File: src/rtl/reg_scoreboard.sv
// Destination-register scoreboard beside the ID stage. It tracks writeback destinations
// as they move through EXE/MEM/WB and raises a combinational stall on read-after-write
// hazards. It also keeps a per-register pending count that drives busy_vec.
module reg_scoreboard #(
  parameter int unsigned ADDR_W = 4,
  parameter int unsigned STAGES = 3,
  parameter int unsigned CNT_W  = 2
) (
  input  logic                   i_clk,
  input  logic                   i_rst_n,
  input  logic                   i_freeze,
  input  logic                   i_flush,
  input  logic                   i_issue_valid,
  input  logic                   i_issue_wb_en,
  input  logic                   i_issue_mem_r_en,
  input  logic [ADDR_W-1:0]      i_issue_dest,
  input  logic [ADDR_W-1:0]      i_src1,
  input  logic [ADDR_W-1:0]      i_src2,
  input  logic                   i_two_src,
  input  logic                   i_fwd_en,
  output logic                   o_hazard,
  output logic [(1<<ADDR_W)-1:0] o_busy_vec,
  output logic                   o_cnt_err
);

  localparam int unsigned NumRegs  = 1 << ADDR_W;
  localparam int unsigned LastSlot = STAGES - 1;

  // Slot 0 is EXE and slot LastSlot is WB.
  logic [STAGES-1:0] r_slot_valid;
  logic [ADDR_W-1:0] r_slot_dest [STAGES];
  // Only the EXE slot's load flag is ever consulted (load-use), so it is not shifted on.
  logic              r_exe_load;
  logic [CNT_W-1:0]  r_pend [NumRegs];
  logic              r_cnt_err;

  logic               w_raw_hit;
  logic               w_load_use;
  logic               w_ins;
  logic [NumRegs-1:0] w_inc;
  logic [NumRegs-1:0] w_dec;

  // RAW match against EXE..MEM. WB is excluded because the register file writes before it reads.
  always_comb begin
    w_raw_hit = 1'b0;
    for (int unsigned i = 0; i < LastSlot; i++) begin
      if (r_slot_valid[i] &&
          (r_slot_dest[i] == i_src1 || (i_two_src && r_slot_dest[i] == i_src2))) begin
        w_raw_hit = 1'b1;
      end
    end
  end

  assign w_load_use = r_slot_valid[0] && r_exe_load &&
                      (r_slot_dest[0] == i_src1 || (i_two_src && r_slot_dest[0] == i_src2));
  assign o_hazard   = i_issue_valid && (i_fwd_en ? w_load_use : w_raw_hit);
  assign w_ins      = i_issue_valid && i_issue_wb_en && !o_hazard && !i_flush;
  assign o_cnt_err  = r_cnt_err;

  // Per-register increment/decrement requests and the busy view of the counters.
  always_comb begin
    w_inc      = '0;
    w_dec      = '0;
    o_busy_vec = '0;
    for (int unsigned r = 0; r < NumRegs; r++) begin
      w_inc[r]      = w_ins && (i_issue_dest == ADDR_W'(r));
      w_dec[r]      = r_slot_valid[LastSlot] && (r_slot_dest[LastSlot] == ADDR_W'(r));
      o_busy_vec[r] = (r_pend[r] != '0);
    end
  end

  // Slot shift register: insert at EXE and retire out of WB whenever the pipe advances.
  always_ff @(posedge i_clk or negedge i_rst_n) begin
    if (!i_rst_n) begin
      r_slot_valid <= '0;
      r_exe_load   <= 1'b0;
      for (int unsigned i = 0; i < STAGES; i++) begin
        r_slot_dest[i] <= '0;
      end
    end else if (!i_freeze) begin
      for (int unsigned i = 1; i < STAGES; i++) begin
        r_slot_valid[i] <= r_slot_valid[i-1];
        r_slot_dest[i]  <= r_slot_dest[i-1];
      end
      r_slot_valid[0] <= w_ins;
      r_slot_dest[0]  <= i_issue_dest;
      r_exe_load      <= i_issue_mem_r_en;
    end
  end

  // Pending counters: they saturate on overflow/underflow and flag a sticky error.
  always_ff @(posedge i_clk or negedge i_rst_n) begin
    if (!i_rst_n) begin
      r_cnt_err <= 1'b0;
      for (int unsigned r = 0; r < NumRegs; r++) begin
        r_pend[r] <= '0;
      end
    end else if (!i_freeze) begin
      for (int unsigned r = 0; r < NumRegs; r++) begin
        if (w_inc[r] && !w_dec[r]) begin
          if (&r_pend[r]) r_cnt_err <= 1'b1;
          else            r_pend[r] <= r_pend[r] + CNT_W'(1);
        end else if (w_dec[r] && !w_inc[r]) begin
          if (r_pend[r] == '0) r_cnt_err <= 1'b1;
          else                 r_pend[r] <= r_pend[r] - CNT_W'(1);
        end
      end
    end
  end

endmodule
File: config.mk
export PLATFORM = sky130hd
export DESIGN_NAME = reg_scoreboard
export DESIGN_NICKNAME = d
export VERILOG_FILES = /design/src/rtl/reg_scoreboard.sv
export SDC_FILE = /design/constraint.sdc
export NUM_CORES = 1
export LEC_CHECK = 0
export ABC_AREA = 0
export ABC_CLOCK_PERIOD_IN_PS = 6400
export BUFFER_PORTS_ARGS = -buffer_cell sky130_fd_sc_hd__buf_2
export CORE_AREA = 3 3 83 85
export CTS_BUF_LIST = sky130_fd_sc_hd__clkbuf_4 sky130_fd_sc_hd__clkbuf_8 sky130_fd_sc_hd__clkbuf_16
export CTS_CLUSTER_SIZE = 24
export DETAILED_ROUTE_END_ITERATION = 6
export DIE_AREA = 0 0 86 88
export PLACE_DENSITY = 0.83
export SLEW_MARGIN = 20
export SYNTH_ARGS = -nofsm -noshare
export SYNTH_HDL_FRONTEND = slang
export SYNTH_SLANG_ARGS = --single-unit
File: constraint.sdc
create_clock -name i_clk -period 6.4 [get_ports i_clk]
set_input_delay 1.6 -clock i_clk [delete_from_list [all_inputs] [get_ports i_clk]]
set_output_delay 1.6 -clock i_clk [all_outputs]
set_load 0.01 [all_outputs]
# --- Yosys cells after proc, flatten, opt, wreduce, memory -nomap -nowiden ---
# Cells that the tools add are included.
totals:
  regBits: 49
  inputBits: 21
  out_inout_bits: 18
  elab_cells: 451
classes:
  addsub: 32
  eq_ne: 66
  mux: 138
  bitwise: 1
  n_reduce_logical: 192
op_table:
  columns: ["operator", "count"]
  rows:
  - ["2-to-1 mux 2 bit", 64]
  - ["logical AND 1 bit", 74]
  - ["2-to-1 mux 1 bit", 74]
  - ["equality test 4 bit (second input constant)", 16]
  - ["inequality test 2 bit (second input constant)", 32]
  - ["AND reduction 4 bit", 16]
  - ["nonzero test 2 bit", 32]
  - ["zero test 1 bit", 34]
  - ["adder 2 x 1 -> 2 bit (second input constant)", 16]
  - ["equality test 4 x 3 -> 1 bit (second input constant)", 8]
  - ["zero test 2 bit", 16]
  - ["AND reduction 2 bit", 16]
  - ["subtractor 2 x 1 -> 2 bit (second input constant)", 16]
  - ["equality test 4 x 2 -> 1 bit (second input constant)", 4]
  - ["equality test 4 bit", 4]
  - ["equality test 4 x 1 -> 1 bit (second input constant)", 2]
  - ["zero test 4 bit", 2]
  - ["logical OR 1 bit", 2]
  - ["NOT 1 bit", 1]

# --- Logic depth before layout (Yosys ltp) ---
# Gate-level depths: netlist (run 1).
logic_depth:
  word_depth: 68
  depth_mapped: 12
  mapped_depth_nobuf: 11

# --- Worst setup path after synthesis (run 1) ---
# No wires, ideal clock.
synth_path:
  path_type: "input-to-output"
  from: "in i_src2[1]"
  to: "out o_hazard"
  arrival_time_ns: 2.737
  setup_slack_ns: 2.063
  path_stages: 5
  cell_sequence: "xor2_1 -> o41ai_2 -> a22o_1 -> buf_2 -> and2_1"
synth_via:
  elab_chain_cells: 8
  elab_cells_between_ends: 13
synth_lines:
  columns: ["element", "line_no", "rtl"]
  rows:
  - ["start, declared", "18", "input logic [ADDR_W-1:0] i_src2,"]
  - ["equality test 4 bit", "48, 55", null]
  - ["logical AND 1 bit", "48, 55", null]
  - ["logical OR 1 bit", "48, 55", null]
  - ["logical AND 1 bit", "47", "if (r_slot_valid[i] &&"]
  - ["2-to-1 mux 1 bit (2 in series)", "47", null]
  - ["2-to-1 mux 1 bit (*)", "56", "assign o_hazard = i_issue_valid && (i_fwd_en ? w_load_use : w_raw_hit);"]
  - ["logical AND 1 bit (*)", "56", null]
  - ["end, declared", "21", "output logic o_hazard,"]
# Mark *: on every way between the ends. The rest lies on a longest branch, timed or not.

# --- Worst setup path after layout (run 1) ---
# Ends and elaborated chain as after synthesis.

==> flow_metrics.py, run 1 <==
metrics = {
    "run_status": {
        "status": "finished clean",
    },
    "cts": {
        "cts_tree": "built",
        "cts_resized": 0,
        "cts_buffer_depth": 2,
        "cts_root_buf": "clkbuf_8",
        "cts_hold_buffers": 0,
        "clock_latency_ns": 0.31,
        "cts_sinks": 49,
        "numCtsBuffers": 5,
        "htreeDepth": 2,
        "clk_pin_slew_worst_paths_ns": 0.09,
        "cts_setup_buffers": 0,
    },
    "cells_and_area": {
        "nets": 540,
        "final_common_cell": "nand2_1",
        "synthToLayoutAreaGrowth_pct": 9.53,
        "final_area_um2": 4040,
        "drive_above_1_share_pct": 17.2,
        "antennaDiodeCount": 0,
        "final_cell_mix": "55 x nand2_1, 54 x nor2_1, 49 x dfrtp_1",
    },
    "yosys": {
        "ys_seq_area_share_pct": 33.2,
        "syn_area_um2": 3690,
        "synth_fp_nets": 505,
        "synth.top_cells.by_area": "dfrtp_1 33%, ha_1 11%, nand2_1 5.6%, nor2_1 5.5%, a21oi_1 5.4%",
        "syn_avg_cell_area_um2": 8.17,
        "ys_ff_latch": 49,
        "postSynth.asyncResetShare_pct": 100,
        "ys_types": 35,
        "synth_warnings": 0,
        "dominantRegCellSynth": "dfrtp_1",
        "synth_top_area_share_pct": 33.2,
        "synth_cells": 452,
        "synth_edf_count": 0,
        "yosys.area.top_type": "dfrtp_1",
    },
    "sta": {
        "skew_ns": 0.00831,
        "tns_ns": 0,
        "timing.final.crit_share_pct": 71.9,
        "worst_slew_pin_slew_ns": 0.966,
        "final_max_slew_viol_count": 0,
        "clock.fmax_ghz": 0.217,
        "setup_viol": 0,
        "maxSlewHeadroom_pct": 35.6,
        "grt_setup_unrepaired": "no",
        "min_period_ns": 4.60,
        "finalHoldViolCount": 0,
    },
    "routing": {
        "dr_total_vias": 3395,
        "wl_per_cell_um": 14.7,
        "postRouteAntennaNets": 0,
        "drc": 0,
        "dr.pass1.iters": 5,
        "viasPerCell": 6.01,
        "routed_wl_um": 8290,
        "drt_iter0_drc": 211,
    },
    "placed_design": {
        "gp_congestion": 0.894,
        "hpwl_um": 6340,
        "postPlaceCellArea_um2": 3940,
        "io_buffers": 38,
    },
    "critical_path": {
        "max_stage_delay_ns": 0.39,
        "path_buf_inv": 3,
        "crit_top_cell": "buf_2",
        "crit_path_start_kind": "input port",
        "crit_type": "input port to output port",
        "path_cells": "buf_2 -> xor2_1 -> o41ai_2 -> a22o_1 -> buf_4 -> and2_1 -> buf_2",
        "critical_path_required_ns": 4.80,
        "critical-path-top-delay-family": "compound AO/OA/AOI/OAI gates",
        "critPathMaxFanout": 26,
        "arrival_ns": 3.00,
        "critPathCaptureType": "output port",
        "crit_slowest_cell": "o41ai_2",
    },
    "power": {
        "p_leak_nw": 1.81,
        "ir_drop_uv": 142,
        "power_density_nw_per_um2": 175,
    },
    "global_routing": {
        "grt_pass1_wl_um": 13900,
        "grt_max_degree": 55,
        "grt_pass1_vias": 3177,
        "antenna_found_initial": 0,
        "track_usage_pct": 23.0,
        "overflow": 0,
    },
    "run": {
        "maxCapViolCount": 0,
    },
    "min_path": {
        "hold_class": "register to register",
    },
    "floorplan": {
        "initial_core_util_pct": 58.8,
        "ios": 39,
        "dieArea_um2": 7570,
        "die_y_um": 88,
        "rows": 29,
        "core_area_um2": 6280,
        "fp.dieW_um": 86,
    },
}
## state kept, by name, indices dropped and copies added (netlist names)
signal        flops
r_exe_load        1
o_cnt_err         1
r_slot_valid      3
r_pend           32
r_slot_dest      12
## report_power, final
part	internal (mW)	total (mW)	switching, mW
clock network	0.0899	0.202	0.112
logic	0.0580	0.133	0.0747
registers	0.336	0.373	0.0364
## area by class of cell
class                      instances  area [µm²]
clock buffer                       6        82.6
timing repair buffer              39         200
multi-input combinational        370        2340
fill                             573        2230
sequential                        49        1230
clock inverter                     2        17.5
tap                               77        96.3
inverter                          22        82.6
## logic make-up (layout without fill, tap and decap cells)
group | Yosys count | in the layout | share of synthesized area (%)
xor gates and xnor gates | 16 | 16 | 3.80
DFF | 49 | 49 | 33.2
adders and majority gates | 32 | 32 | 10.8
muxes | 15 | 15 | 4.58
AOI/OAI and AO/OA | 82 | 82 | 12.9
buffers and inverters | 33 | 69 | 3.46
and+or+nand+nor | 225 | 225 | 31.2
## worst paths after layout
| check | slack (ns) | start | to | depth (start not counted) |
|---|---|---|---|---|
| max | 1.80 | i_src2[1] | o_hazard | 7 |
| min | 0.49 | o_cnt_err$_DFFE_PN0N_ | o_cnt_err$_DFFE_PN0N_ | 1 |
| max reg2reg | 3.24 | r_slot_dest[9]$_DFFE_PN0N_ | o_cnt_err$_DFFE_PN0N_ | 12 |
| min reg2reg | 0.49 | o_cnt_err$_DFFE_PN0N_ | o_cnt_err$_DFFE_PN0N_ | 1 |
| max in group asynchronous | 4.67 | i_rst_n | r_pend[12]$_DFFE_PN0P_ | 1 |
| min in group asynchronous | 1.30 | i_rst_n | r_pend[17]$_DFFE_PN0P_ | 1 |
## Yosys cell counts, types with 3 or more instances
cell type   n
dfrtp_1    49
inv_1      22
or2_2      20
nand2_1    55
nor3_1      9
xor2_1      6
buf_2       3
nor2_1     54
clkbuf_1    8
and2_1      3
ha_1       32
nand3_1    11
mux2_2     15
o21ai_0    18
or3_1      14
nor4b_1    14
nor2b_1     7
a31oi_1    11
or4_1       5
and3_1      4
nor4_1     13
nand2b_1    5
xnor2_1    10
a21oi_1    40
nand4_1    10
a211oi_1    3
## per-layer routing
metal  GRT usage, %  up-vias  routed length (µm)
li1               -     1675                   -
met1           27.5     1590                3510
met2           40.4      105                4010
met3           3.86       25                 507
met4           11.1        0                 265
met5              0        -                   0
## per-stage QoR
stage                     instances  setup WS, ns  hold WS, ns  total power [mW]  util [%]
final                           565          1.80        0.485             0.708      64.4
after global routing            565          1.71        0.518             0.742      64.4
after CTS                       565          1.81        0.489             0.711      64.4
after detailed placement        557          1.81        0.459             0.511      62.8
after global placement          557          1.84        0.461             0.504      62.8
after floorplan                 452          2.06        0.460             0.460         -
(Power assumes the default switching activity.)
==> run 2: changes to the inputs <==
ABC_CLOCK_PERIOD_IN_PS = 3800   (was 6400)
CORE_AREA = 3 3 87 89   (was 3 3 83 85)
DIE_AREA = 0 0 90 92   (was 0 0 86 88)
PLACE_DENSITY = 0.8   (was 0.83)
clock period = 3.8 ns   (was 6.4 ns; I/O delays follow)
==> run 2 against run 1 <==
Worst hold slack gained 0.039 ns. Critical path depth is the same. Die area grew 9.4%. Sequential power grew 69%. Clock power grew 100%. Combinational power grew 70%. Sequential share of layout area shrank 0.38 points. Clock skew shrank 0.0028 ns. Critical endpoint unchanged. Largest power group unchanged. Highest routed layer unchanged.
==> flow_metrics.py, run 2 (synthesis results as in run 1) <==
metrics = {
    "critical_path": {
        "path_buf_inv": 3,
        "arrival_ns": 2.61,
        "crit_type": "input port to output port",
        "critPathCaptureType": "output port",
        "path_cells": "buf_2 -> xor2_1 -> o41ai_2 -> a22o_1 -> buf_4 -> and2_1 -> buf_2",
        "critical_path_required_ns": 2.85,
        "critPathMaxFanout": 14,
        "crit_path_start_kind": "input port",
        "max_stage_delay_ns": 0.47,
        "critical-path-top-delay-family": "compound AO/OA/AOI/OAI gates",
        "crit_slowest_cell": "a22o_1",
        "crit_top_cell": "buf_2",
    },
    "cts": {
        "clk_pin_slew_worst_paths_ns": 0.09,
        "cts_sinks": 49,
        "numCtsBuffers": 5,
        "cts_buffer_depth": 2,
        "cts_hold_buffers": 0,
        "cts_setup_buffers": 0,
        "cts_resized": 0,
        "cts_tree": "built",
        "cts_root_buf": "clkbuf_8",
        "htreeDepth": 2,
        "clock_latency_ns": 0.31,
    },
    "floorplan": {
        "initial_core_util_pct": 54.0,
        "core_area_um2": 6830,
        "rows": 30,
        "dieArea_um2": 8280,
        "die_y_um": 92,
        "ios": 39,
        "fp.dieW_um": 90,
    },
    "global_routing": {
        "grt_util_met3_pct": 4.76,
        "grt_pass1_wl_um": 14700,
        "overflow": 0,
        "grt_pass1_vias": 3102,
        "track_usage_pct": 22.0,
        "antenna_found_initial": 0,
        "grtUsageMet1_pct": 27.7,
        "grt_use_met2_pct": 38.1,
        "grt_max_degree": 55,
        "gr-max-usage-layer": "met2",
    },
    "cells_and_area": {
        "top_register": "r_pend",
        "final_area_um2": 4090,
        "drive_above_1_share_pct": 17.4,
        "largest_reg_flops": 32,
        "fin_util_pct": 59.9,
        "antennaDiodeCount": 0,
        "final_common_cell": "nand2_1",
        "synthToLayoutAreaGrowth_pct": 10.9,
        "largestRegisters": "r_pend (32), r_slot_dest (12), r_slot_valid (3)",
        "nets": 541,
        "final_cell_mix": "55 x nand2_1, 54 x nor2_1, 49 x dfrtp_1",
    },
    "placed_design": {
        "io_buffers": 38,
        "postPlaceCellArea_um2": 3970,
        "hpwl_um": 6780,
        "gp_congestion": 0.935,
    },
    "routing": {
        "dr.pass1.iters": 4,
        "wl_per_cell_um": 15.1,
        "drc": 0,
        "routed_wl_um": 8820,
        "viasPerCell": 5.76,
        "dr_total_vias": 3368,
        "postRouteAntennaNets": 0,
        "drt_iter0_drc": 151,
    },
    "power": {
        "clockPowerShare_pct": 32.1,
        "power_density_nw_per_um2": 308,
        "p_leak_nw": 1.83,
        "combPwrFrac_pct": 17.9,
        "power_frac_seq_pct": 50.0,
        "swShare_pct": 29.7,
        "p_int_mw": 0.887,
        "p_switching_mw": 0.375,
        "ir_drop_uv": 212,
    },
    "min_path": {
        "hold_class": "register to register",
    },
    "sta": {
        "worst_slew_pin_slew_ns": 0.957,
        "tns_ns": 0,
        "setup_viol": 0,
        "finalHoldViolCount": 0,
        "min_period_ns": 3.56,
        "final_max_slew_viol_count": 0,
        "grt_setup_unrepaired": "no",
        "timing.final.crit_share_pct": 93.6,
        "whs_ns": 0.524,
        "skew_ns": 0.00551,
        "clock.fmax_ghz": 0.281,
        "maxSlewHeadroom_pct": 36.2,
    },
    "run": {
        "maxCapViolCount": 0,
    },
    "run_status": {
        "status": "finished clean",
    },
}
==> run 2: area by class of cell <==
| type | count | area (µm²) |
|---|---|---|
| clock buffers | 7 | 90.1 |
| fillers | 645 | 2740 |
| inverters | 22 | 82.6 |
| multi-input cells | 370 | 2340 |
| well taps | 96 | 120 |
| repair buffers | 40 | 208 |
| clock inverters | 1 | 30.0 |
| flip-flops and latches | 49 | 1230 |
==> run 2: power groups by stage <==
stage	combinational [mW]	clock, mW	sequential (mW)
after CTS	0.227	0.415	0.630
after global placement	0.217	0	0.637
after global routing	0.250	0.438	0.641
after detailed placement	0.227	0	0.640
final	0.226	0.405	0.631
after floorplan	0.152	0	0.622
==> run 2: worst register-to-register path: cells and delay by family, from the launching register on <==
| family | cells | cell delay, ns |
|---|---|---|
| simple gates | 6 | 1.44 |
| xor+xnor | 1 | 0.15 |
| buf+inv | 1 | 0.22 |
| fa+ha+maj | 1 | 0.20 |
| flops | 1 | 0.44 |
| compound gates | 3 | 0.56 |
==> run 2: worst paths after layout <==
kind	start	to	slack (ns)	cells past startpoint
setup / recovery	i_src2[1]	o_hazard	0.24	7
hold / removal	r_exe_load$_DFFE_PN0N_	r_exe_load$_DFFE_PN0N_	0.52	1
setup reg to reg	r_slot_dest[9]$_DFFE_PN0N_	o_cnt_err$_DFFE_PN0N_	0.62	12
hold reg to reg	r_exe_load$_DFFE_PN0N_	r_exe_load$_DFFE_PN0N_	0.52	1
max in group asynchronous	i_rst_n	r_slot_dest[10]$_DFFE_PN0N_	2.73	1
min in group asynchronous	i_rst_n	r_pend[16]$_DFFE_PN0P_	0.65	1
==> run 2: metrics by stage <==
step	instances	power, mW	setup WS (ns)
4_1_cts	585	1.27	0.258
5_1_grt	585	1.33	0.144
6_report	585	1.26	0.242
2_1_floorplan	452	0.775	0.736
3_3_place_gp	577	0.855	0.205
3_5_place_dp	577	0.866	0.0646
==> run 2: layer usage <==
| metal | routed length (µm) | share of wire (%) | vias up |
|---|---|---|---|
| met5 | 0 | 0 | - |
| met4 | 117 | 1.3 | 0 |
| met3 | 519 | 5.9 | 11 |
| met2 | 4260 | 48 | 86 |
| met1 | 3920 | 44 | 1584 |
| li1 | - | - | 1687 |
==> run 3: changes to the inputs <==
CELL_PAD_IN_SITES_DETAIL_PLACEMENT = 0   (was not set)
CELL_PAD_IN_SITES_GLOBAL_PLACEMENT = 1   (was not set)
CORE_AREA = 3 3 101 103   (was 3 3 87 89)
DIE_AREA = 0 0 104 106   (was 0 0 90 92)
PLACE_DENSITY = 0.78   (was 0.8)
==> run 3 against run 2 <==
Worst setup slack gained 0.019 ns. Sequential power is essentially flat. Clock skew grew 0.0037 ns. Utilization shrank 15 points. Clock power grew 12%. Largest power group unchanged.
==> flow_metrics.py, run 3 (synthesis results as in run 1) <==
metrics = {
    "routing": {
        "dr.pass1.iters": 4,
        "wl_per_cell_um": 14.7,
        "routed_wl_um": 9140,
        "drc": 0,
        "viasPerCell": 5.42,
        "dr_total_vias": 3384,
        "postRouteAntennaNets": 0,
        "drt_iter0_drc": 253,
    },
    "critical_path": {
        "r2r-start": "r_slot_dest[6]$_DFFE_PN0N_",
        "arrival_ns": 2.59,
        "reg2regPathDepth": 12,
        "r2r_end": "o_cnt_err$_DFFE_PN0N_",
        "crit_path_start_kind": "input port",
        "critPathCaptureType": "output port",
        "crit_type": "input port to output port",
        "critical_path_required_ns": 2.85,
        "r2r_slack_ns": 0.72,
        "critPathMaxFanout": 12,
    },
    "cells_and_area": {
        "largestRegisters": "r_pend (32), r_slot_dest (12), r_slot_valid (3)",
        "layout.area.seq_um2": 1230,
        "n_fill_cell": 978,
        "drive_above_1_share_pct": 18.4,
        "antennaDiodeCount": 0,
        "largest_reg_flops": 32,
        "nets": 547,
        "multi_input_area_um2": 2340,
        "synthToLayoutAreaGrowth_pct": 13.6,
        "top_register": "r_pend",
        "final_cell_mix": "55 x nand2_1, 54 x nor2_1, 49 x dfrtp_1",
        "final_area_um2": 4190,
        "fin_cells": 624,
        "final_common_cell": "nand2_1",
    },
    "sta": {
        "worst_slew_pin_slew_ns": 0.997,
        "grt_setup_unrepaired": "no",
        "maxSlewHeadroom_pct": 33.5,
        "finalHoldViolCount": 0,
        "skew_ns": 0.00923,
        "setup_viol": 0,
        "final_max_slew_viol_count": 0,
        "min_period_ns": 3.54,
        "tns_ns": 0,
        "timing.final.crit_share_pct": 93.2,
        "clock.fmax_ghz": 0.283,
    },
    "floorplan": {
        "dieArea_um2": 11000,
        "die_y_um": 106,
        "ios": 39,
        "core_area_um2": 9280,
        "fp.dieW_um": 104,
        "initial_core_util_pct": 39.8,
        "rows": 35,
    },
    "run_status": {
        "status": "finished clean",
    },
    "cts": {
        "cts_sinks": 49,
        "htreeDepth": 2,
        "numCtsBuffers": 5,
        "cts_resized": 0,
        "cts_buffer_depth": 2,
        "clk_pin_slew_worst_paths_ns": 0.10,
        "clock_latency_ns": 0.31,
        "cts_root_buf": "clkbuf_8",
        "cts_tree": "built",
        "cts_setup_buffers": 0,
        "cts_hold_buffers": 0,
    },
    "global_routing": {
        "grt_pass1_vias": 3144,
        "grt_pass1_wl_um": 15200,
        "overflow": 0,
        "antenna_found_initial": 0,
        "track_usage_pct": 16.7,
        "grt_max_degree": 55,
    },
    "placed_design": {
        "dp_cells": 616,
        "gp_congestion": 0.932,
        "postPlaceCellArea_um2": 4060,
        "io_buffers": 38,
        "hpwl_um": 7040,
    },
    "min_path": {
        "hold_class": "register to register",
        "timing.hold.worst_path_depth": 1,
        "worstHoldEndpoint": "r_exe_load$_DFFE_PN0N_",
        "min_from": "r_exe_load$_DFFE_PN0N_",
    },
    "power": {
        "power_density_nw_per_um2": 314,
        "p_leak_nw": 1.86,
        "ir_drop_uv": 182,
    },
    "run": {
        "maxCapViolCount": 0,
    },
}
-- run 3: per-stage QoR --
stage	setup WS [ns]	hold WS [ns]	utilization, %	power (mW)
after floorplan	0.736	0.460	-	0.775
after CTS	0.255	0.525	45.1	1.33
final	0.260	0.532	45.1	1.32
after global placement	0.234	0.498	43.7	0.863
after detailed placement	0.107	0.499	43.7	0.871
after global routing	0.162	0.535	45.1	1.39
-- run 3: how the worst max path moves through the flow --
stage / startpoint / end / slack, ns / cells past startpoint
after floorplan: i_src1[0] / o_cnt_err$_DFFE_PN0N_ / 0.74 / 11
after global placement: i_src1[0] / o_cnt_err$_DFFE_PN0N_ / 0.23 / 13
after detailed placement: i_src2[0] / o_cnt_err$_DFFE_PN0N_ / 0.11 / 12
after CTS: i_src2[1] / o_hazard / 0.26 / 7
after global routing: i_src2[1] / o_hazard / 0.16 / 7
final: i_src2[1] / o_hazard / 0.26 / 7
-- run 3: layer usage --
layer,vias to the layer above,GRT usage [%],share of wire (%),routed length (µm)
met2,73,28.4,47,4300
met5,-,0,0,0
met1,1619,22.4,47,4280
met4,0,4.27,1.7,158
met3,11,2.55,4.4,402
li1,1681,-,-,-
-- run 3: final cells by class --
cell class              instances  area share (%)
clock buffers                   5            1.64
clock inverters                 3            1.55
inverters                      22            1.97
multi-input cells             370            55.8
flip-flops and latches         49            29.3
well taps                     129            3.85
repair buffers                 46            5.97
-- run 3: worst max-delay path, cell delays in order --
cell and delay, ns:
buf_2 0.12, xor2_1 0.16, o41ai_2 0.41, a22o_1 0.43
buf_4 0.21, and2_1 0.16, buf_2 0.14
-- run 3: report_power, final --
| group | internal, mW | total, mW | leakage (nW) | switching, mW |
|---|---|---|---|---|
| combinational | 0.0992 | 0.229 | 1.16 | 0.130 |
| sequential | 0.566 | 0.631 | 0.640 | 0.0644 |
| clock | 0.262 | 0.455 | 0.0681 | 0.194 |
